==> config.mk <==
export PLATFORM = sky130hd
export DESIGN_NAME = load_store_unit
export DESIGN_NICKNAME = d
export VERILOG_FILES = /design/src/rtl/load_store_unit.sv
export SDC_FILE = /design/constraint.sdc
export NUM_CORES = 1
export LEC_CHECK = 0
export CORE_MARGIN = 5
export CORE_UTILIZATION = 46
export DETAILED_ROUTE_END_ITERATION = 8
export PLACE_DENSITY = 0.79
export SLEW_MARGIN = 15
export SYNTH_ARGS = -nofsm -noshare
export SYNTH_HDL_FRONTEND = slang
export SYNTH_SLANG_ARGS = --single-unit
==> constraint.sdc <==
create_clock -name clk -period 8.4 [get_ports clk]
set_input_delay 1.26 -clock clk [delete_from_list [all_inputs] [get_ports clk]]
set_output_delay 1.26 -clock clk [all_outputs]
set_load 0.005 [all_outputs]
==> src/rtl/load_store_unit.sv <==
// rtl/load_store_unit.sv - byte/half/word/double load-store unit over a 64-bit word memory
// Sub-double stores read-modify-write the target word; faults complete without touching memory.
module load_store_unit #(
    parameter int MEM_WORDS = 1024
) (
    input  logic        clk,
    input  logic        rst,
    input  logic        req_valid,
    output logic        req_ready,
    input  logic        req_write,
    input  logic [1:0]  req_size,
    input  logic        req_unsigned,
    input  logic [63:0] req_addr,
    input  logic [63:0] req_wdata,
    output logic        resp_valid,
    output logic [63:0] resp_rdata,
    output logic        fault,
    output logic        mem_E,
    output logic [63:0] mem_address,
    output logic [63:0] mem_write_data,
    output logic        mem_write,
    output logic        mem_read,
    input  logic [63:0] mem_read_data
);

    localparam logic [2:0] S_IDLE = 3'd0;
    localparam logic [2:0] S_RD   = 3'd1;
    localparam logic [2:0] S_EXT  = 3'd2;
    localparam logic [2:0] S_WR   = 3'd3;
    localparam logic [2:0] S_RESP = 3'd4;

    logic [2:0]  state_q, state_d;
    logic        write_q, write_d;
    logic [1:0]  size_q, size_d;
    logic        unsigned_q, unsigned_d;
    logic [63:0] addr_q, addr_d;
    logic [63:0] wdata_q, wdata_d;
    logic [63:0] merge_q, merge_d;
    logic [63:0] rdata_q, rdata_d;
    logic        fault_q, fault_d;

    logic        accept;
    logic        misaligned;
    logic        out_of_range;
    logic [5:0]  shamt;
    logic [63:0] shifted;
    logic [63:0] extracted;
    logic [63:0] lane_mask;
    logic [63:0] merged;

    assign req_ready      = (state_q == S_IDLE) && !rst;
    assign accept         = req_valid && req_ready;
    assign resp_valid     = (state_q == S_RESP);
    assign resp_rdata     = rdata_q;
    assign fault          = fault_q;
    assign mem_E          = (state_q == S_RD) || (state_q == S_WR);
    assign mem_read       = (state_q == S_RD);
    assign mem_write      = (state_q == S_WR);
    assign mem_address    = {3'b000, addr_q[63:3]};
    assign mem_write_data = merge_q;

    always_comb begin
        misaligned = 1'b0;
        case (req_size)
            2'b01:   misaligned = req_addr[0];
            2'b10:   misaligned = |req_addr[1:0];
            2'b11:   misaligned = |req_addr[2:0];
            default: misaligned = 1'b0;
        endcase
        out_of_range = {3'b000, req_addr[63:3]} >= 64'(MEM_WORDS);
    end

    // Field extraction and lane merge both work relative to byte lane addr[2:0].
    always_comb begin
        shamt   = {addr_q[2:0], 3'b000};
        shifted = mem_read_data >> shamt;
        case (size_q)
            2'b00: begin
                extracted = unsigned_q ? {56'b0, shifted[7:0]} : {{56{shifted[7]}}, shifted[7:0]};
                lane_mask = 64'h0000_0000_0000_00FF;
            end
            2'b01: begin
                extracted = unsigned_q ? {48'b0, shifted[15:0]} : {{48{shifted[15]}}, shifted[15:0]};
                lane_mask = 64'h0000_0000_0000_FFFF;
            end
            2'b10: begin
                extracted = unsigned_q ? {32'b0, shifted[31:0]} : {{32{shifted[31]}}, shifted[31:0]};
                lane_mask = 64'h0000_0000_FFFF_FFFF;
            end
            default: begin
                extracted = shifted;
                lane_mask = 64'hFFFF_FFFF_FFFF_FFFF;
            end
        endcase
        merged = (mem_read_data & ~(lane_mask << shamt)) | ((wdata_q << shamt) & (lane_mask << shamt));
    end

    always_comb begin
        state_d    = state_q;
        write_d    = write_q;
        size_d     = size_q;
        unsigned_d = unsigned_q;
        addr_d     = addr_q;
        wdata_d    = wdata_q;
        merge_d    = merge_q;
        rdata_d    = rdata_q;
        fault_d    = fault_q;
        case (state_q)
            S_IDLE: begin
                if (accept) begin
                    write_d    = req_write;
                    size_d     = req_size;
                    unsigned_d = req_unsigned;
                    addr_d     = req_addr;
                    wdata_d    = req_wdata;
                    if (misaligned || out_of_range) begin
                        fault_d = 1'b1;
                        rdata_d = 64'd0;
                        state_d = S_RESP;
                    end else if (req_write && (req_size == 2'b11)) begin
                        merge_d = req_wdata;
                        state_d = S_WR;
                    end else begin
                        state_d = S_RD;
                    end
                end
            end
            S_RD: state_d = S_EXT;
            S_EXT: begin
                if (write_q) begin
                    merge_d = merged;
                    state_d = S_WR;
                end else begin
                    rdata_d = extracted;
                    fault_d = 1'b0;
                    state_d = S_RESP;
                end
            end
            S_WR: begin
                fault_d = 1'b0;
                state_d = S_RESP;
            end
            S_RESP:  state_d = S_IDLE;
            default: state_d = S_IDLE;
        endcase
    end

    always_ff @(posedge clk or posedge rst) begin
        if (rst) begin
            state_q    <= S_IDLE;
            write_q    <= 1'b0;
            size_q     <= 2'b00;
            unsigned_q <= 1'b0;
            addr_q     <= 64'd0;
            wdata_q    <= 64'd0;
            merge_q    <= 64'd0;
            rdata_q    <= 64'd0;
            fault_q    <= 1'b0;
        end else begin
            state_q    <= state_d;
            write_q    <= write_d;
            size_q     <= size_d;
            unsigned_q <= unsigned_d;
            addr_q     <= addr_d;
            wdata_q    <= wdata_d;
            merge_q    <= merge_d;
            rdata_q    <= rdata_d;
            fault_q    <= fault_d;
        end
    end

endmodule

# Word-level counts from Yosys, hierarchy flattened

Index checks and enable logic that the tools add are counted.

Register bits: 264

Order comparisons: 1
Eq/ne operators: 15
Shift operators: 3
Multiplexer cells: 24
Bitwise gates (word level): 4
Reduce and logical (&&, ||, !) cells: 16

Operators with widths:

| cell                 | count |
|---|---|
| $mux 64              | 10 |
| $pmux 64 s3          | 2 |
| $pmux 64 s2          | 2 |
| $and 64x64->64       | 2 |
| $shl 64x6->64        | 2 |
| $not 64->64          | 1 |
| $or 64x64->64        | 1 |
| $shr 64x6->64        | 1 |
| $ge 61x11->1 const B | 1 |
| $pmux 3 s4           | 1 |
| $mux 3               | 3 |
| $ne 2x2->1 const B   | 4 |
| $reduce_and 4->1     | 2 |
| $eq 2x2->1 const B   | 3 |
| $eq 3x2->1 const B   | 2 |
| $pmux 1 s3           | 2 |
| $reduce_and 5->1     | 1 |
| $eq 2x1->1 const B   | 2 |
| $ne 2x1->1 const B   | 2 |
| $eq 3x1->1 const B   | 1 |
| $eq 3x3->1 const B   | 1 |
| $logic_and 1x1->1    | 3 |
| $logic_not 3->1      | 1 |
| $mux 1               | 3 |
| 9 further kinds      | 10 |

# Longest topological paths before layout

Word-level depth: 8
Mapped depth: 10
Gate-level depth less buffers: 5

# Worst setup path after synthesis

No wires, ideal clock.

Kind: input port to flip-flop
Start point: in rst
End point: reg rdata_q[39], in the netlist resp_rdata[39]
Data arrival time: 8.435 ns
Required time: 8.279 ns
Path slack: -0.156 ns
Stages: 6
Path through: inv_1 > nand3_1 > a221o_1 > buf_4 > buf_4 > a22o_1

Word-level cells in the longest chain between the ends: 5

RTL lines:

| what                       | RTL line | source |
|---|---|---|
| from (decl)                | 7        | `input logic rst,` |
| $logic_not 1->1 (no line)  | -        |  |
| $logic_and 1x1->1          | 51       | `assign req_ready = (state_q == S_IDLE) && !rst;` |
| $logic_and 1x1->1          | 52       | `assign accept = req_valid && req_ready;` |
| $ne 2x2->1 (no line)       | -        |  |
| $reduce_and 4->1 (no line) | -        |  |
| to (signal assigned)       | 167      | `rdata_q <= rdata_d;` |
| to (decl)                  | 39       | `logic [63:0] rdata_q, rdata_d;` |

No other way between the ends.
A chain may end at the register's enable or synchronous reset.

# Worst setup path after layout

Start point: in rst
End point: reg merge_q[54], in the netlist mem_write_data[54]

Word-level cells in the longest chain between the ends: 5

RTL lines:

| what                       | RTL line | source |
|---|---|---|
| $logic_not 1->1 (no line)  | -        |  |
| $logic_and 1x1->1          | 51       |  |
| $logic_and 1x1->1          | 52       |  |
| $ne 2x2->1 (no line)       | -        |  |
| $reduce_and 5->1 (no line) | -        |  |
| to (signal assigned)       | 166      | `merge_q <= merge_d;` |
| to (decl)                  | 38       | `logic [63:0] merge_q, merge_d;` |

No other way between the ends.

==> qor.csv <==
stage;metric;value;unit
status;status;finished, final reports clean;
cts;cts_hold_buf;0;
cts;clock_sinks;264;
timing;hold_viol;0;
worst_setup_path;crit_fanout;63;
logic_synthesis;synth-edff-count;0;
logic_synthesis;syn_inst;1368;
detailed_routing;drt_iter0_drc;1411;
global_routing;grt_overflow_total;0;
worst_setup_path;timing.rr.end;mem_write_data[54]$_DFFE_PP0P_;
timing;max_clock_freq;0.207;GHz
power;ir_drop;0.167;mV
logic_synthesis;yosysSeqAreaShare;41.7;%
detailed_routing;vias;13019;
cts;cts_setup_buffers;0;
floorplan;dieArea;0.0382;mm²
cts;cts_buffers;29;
worst_setup_path;crit_path_end;mem_write_data[54]$_DFFE_PP0P_;
finish;finish.net_count;1833;
worst_setup_path;cpMostUsedCell;buf_4;
global_routing;grt_pass1_vias;13137;
run;drv_cap;0;
global_routing;grt_max_degree;145;
worst_setup_path;startpoint;rst;
worst_setup_path;ff2ff_path_depth;6;
logic_synthesis;synth_area_leaders;dfrtp_1 (42%), mux2_2 (12%), mux2i_1 (8.3%), mux4_2 (6.8%), mux2_4 (4.2%);
cts;ctsLongestPathBuffers;3;
global_routing;antenna_found_initial;7;
detailed_routing;drt_pass1_iterations;5;
worst_setup_path;timing.rr.start;state_q[0]$_DFFE_PP0N_;
worst_setup_path;path_delay_family;buffers and inverters;
cts;htreeDepth;1;
timing;fin_crit_sh;57.6;%
worst_setup_path;worstPathArrival;5.29;ns
place;dpl.hpwl;43200;µm
floorplan;initial_core_util;46.2;%
timing;slew_headroom;18.7;%
place;portBuffers;393;
global_routing;grt_pass1_wl;85700;µm
logic_synthesis;avgSynthCellArea;11.6;µm²
cts;cts-root-buf;clkbuf_16;
floorplan;die_w;196;µm
hold_path;hp-class;reg2reg;
cts;ctsResizeCount;0;
worst_setup_path;cp_slowest_cell;nand3_4;
detailed_routing;via_per_inst;6.15;
worst_setup_path;cp.depth;8;
finish;drive_gt1_share;20.7;%
worst_setup_path;path_buf_inv;4;
power;leakage;8.66;nW
place;routabilityCongestion;0.962;
worst_setup_path;worstPathRequired;8.85;ns
detailed_routing;wl_per_cell;27.6;µm
global_routing;grtUsageTotal;29.2;%
logic_synthesis;ys_seq_elements;264;
logic_synthesis;synth-main-ff-cell;dfrtp_1;
timing;rsz0062_at_grt;no;
floorplan;io_pins;397;
finish;fillers;2757;
timing;fin_setup_tns;0;ns
timing;slew_violations;0;
detailed_routing;drc_errors;0;
cts;clkLatencyLatePin;0.57;ns
timing;finalClockSkew;0.0220;ns
worst_setup_path;start_kind;input pin;
floorplan;dieHeight;196;µm
timing;tightest_slew;1.22;ns
finish;syn_to_final_growth;29.8;%
worst_setup_path;reg2reg_setup_slack;4.17;ns
worst_setup_path;crit_path_end_kind;register;
logic_synthesis;yosysTopAreaCell;dfrtp_1;
power;power;4.49;mW
power;power_density;218;mW/mm²
logic_synthesis;yosysUniqueCellTypes;59;
detailed_routing;wl;58400;µm
worst_setup_path;path_class;in2reg;
cts;cts_tree;built;
timing;period_minus_slack;4.84;ns
floorplan;core-area;0.0343;mm²
detailed_routing;drtAntennaViolNets;0;
logic_synthesis;yosysWarningCount;0;
worst_setup_path;max_stage_delay;0.86;ns
logic_synthesis;yosys.area.top_type_share;41.7;%
floorplan;rows;68;
timing;setup_viol;0;
logic_synthesis;async_reset_ff_share;100;%
worst_setup_path;path_cells;clkdlybuf4s50_1, clkinvlp_4, buf_4, nand3_4, nand2_1, o221a_4, buf_4, mux2_2;
logic_synthesis;syn_area;0.0158;mm²
cts;cts.clk_slew.worst_paths;0.06;ns
==> metrics by stage <==
stage                     utilization [%]  setup WS, ns  cells  instance area (µm²)  hold slack, ns
after floorplan                         -          1.48   1370                15900           0.475
after global placement               56.7          3.04   2058                19400           0.474
after detailed placement             56.7          2.95   2058                19400           0.473
after CTS                            59.9          3.53   2112                20500           0.492
after global routing                 59.9          3.32   2115                20600           0.511
final                                60.0          3.56   2117                20600           0.491
==> cells by family (layout without fill, tap and decap cells) <==
group           after synthesis  in the layout  share of synthesized area [%]
simple gates                209            209                           6.24
mux                         386            386                           30.9
buf+inv                     205            492                           7.50
compound gates              303            303                           13.7
flops                       264            264                           41.7
other cells                   1              8                         0.0237
==> cell usage after synthesis (3+ instances only) <==
| master | number |
|---|---|
| a211o_1 | 8 |
| a211oi_1 | 18 |
| a21oi_1 | 60 |
| a221oi_1 | 8 |
| a222oi_1 | 8 |
| a22o_1 | 33 |
| a2bb2oi_1 | 8 |
| and3_1 | 11 |
| buf_1 | 11 |
| buf_12 | 6 |
| buf_2 | 37 |
| buf_4 | 69 |
| clkbuf_1 | 51 |
| dfrtp_1 | 264 |
| inv_1 | 28 |
| mux2_2 | 163 |
| mux2_4 | 44 |
| mux2i_1 | 131 |
| mux4_2 | 48 |
| nand2_1 | 103 |
| nand2b_1 | 5 |
| nand3_1 | 4 |
| nand4_1 | 3 |
| nor2_1 | 35 |
| nor2b_1 | 15 |
| nor3_1 | 3 |
| nor4_1 | 11 |
| o211ai_1 | 8 |
| o21ai_0 | 63 |
| o22a_1 | 9 |
| o22ai_1 | 12 |
| o2bb2ai_1 | 46 |
| o32ai_1 | 8 |
| or2_2 | 3 |
| or3_1 | 5 |
==> flip-flops by register name, indices dropped and copies added, names as in the netlist <==
| signal | flops |
|---|---|
| state_q | 3 |
| size_q | 2 |
| wdata_q | 64 |
| unsigned_q | 1 |
| write_q | 1 |
| mem_write_data | 64 |
| resp_rdata | 64 |
| addr_q | 64 |
| fault | 1 |
==> routing by layer <==
| layer | up-vias | wire [µm] | GRT usage (%) |
|---|---|---|---|
| li1 | 5592 | - | - |
| met1 | 6388 | 22000 | 38.7 |
| met2 | 878 | 26500 | 45.3 |
| met3 | 155 | 7020 | 8.57 |
| met4 | 6 | 2830 | 11.6 |
| met5 | - | 39 | 0 |
==> cell usage in the layout (no fill, tap or decap), types with 7 or more instances in the layout <==
cell type,count
nor2b_1,15
a211o_1,8
clkbuf_8,7
o22ai_1,12
and3_1,11
o32ai_1,8
o211ai_1,8
mux2i_1,131
o2bb2ai_1,46
a221oi_1,8
a222oi_1,8
o22a_1,9
a22o_1,33
dfrtp_1,261
bufinv_16,7
nand2_1,103
mux2_2,163
mux2_4,44
o21ai_0,63
nor2_1,34
buf_4,15
a21oi_1,59
a2bb2oi_1,8
inv_1,27
a211oi_1,18
clkdlybuf4s50_1,393
clkbuf_16,29
mux4_2,48
nor4_1,11
==> worst min path at each step <==
stage | from | end | slack [ns] | depth (start not counted)
after CTS | resp_rdata[48]$_DFFE_PP0P_ | resp_rdata[48]$_DFFE_PP0P_ | 0.49 | 1
final | resp_rdata[58]$_DFFE_PP0P_ | resp_rdata[58]$_DFFE_PP0P_ | 0.49 | 1
after detailed placement | resp_rdata[48]$_DFFE_PP0P_ | resp_rdata[48]$_DFFE_PP0P_ | 0.47 | 1
after global placement | resp_rdata[51]$_DFFE_PP0P_ | resp_rdata[51]$_DFFE_PP0P_ | 0.47 | 1
after global routing | resp_rdata[4]$_DFFE_PP0P_ | resp_rdata[4]$_DFFE_PP0P_ | 0.51 | 1
after floorplan | wdata_q[56]$_DFFE_PP0P_ | wdata_q[56]$_DFFE_PP0P_ | 0.47 | 1
==> layout make-up <==
cell class | count | area [µm²] | area share, %
Antenna cell | 5 | 12.5 | 0.0609
Clock buffer | 39 | 833 | 4.05
Clock inverter | 15 | 263 | 1.28
Inverter | 29 | 113 | 0.548
Multi-Input combinational cell | 901 | 8090 | 39.3
Sequential cell | 264 | 6620 | 32.2
Tap cell | 455 | 569 | 2.77
Timing Repair Buffer | 409 | 4070 | 19.8
==> where the power goes <==
part           leakage [nW]  switching, mW  total, mW  internal [mW]
registers              3.29          0.205       1.64           1.43
clock network         0.535          0.549       1.46          0.910
logic                  4.84          0.649       1.40          0.747
(Power assumes the default switching activity.)
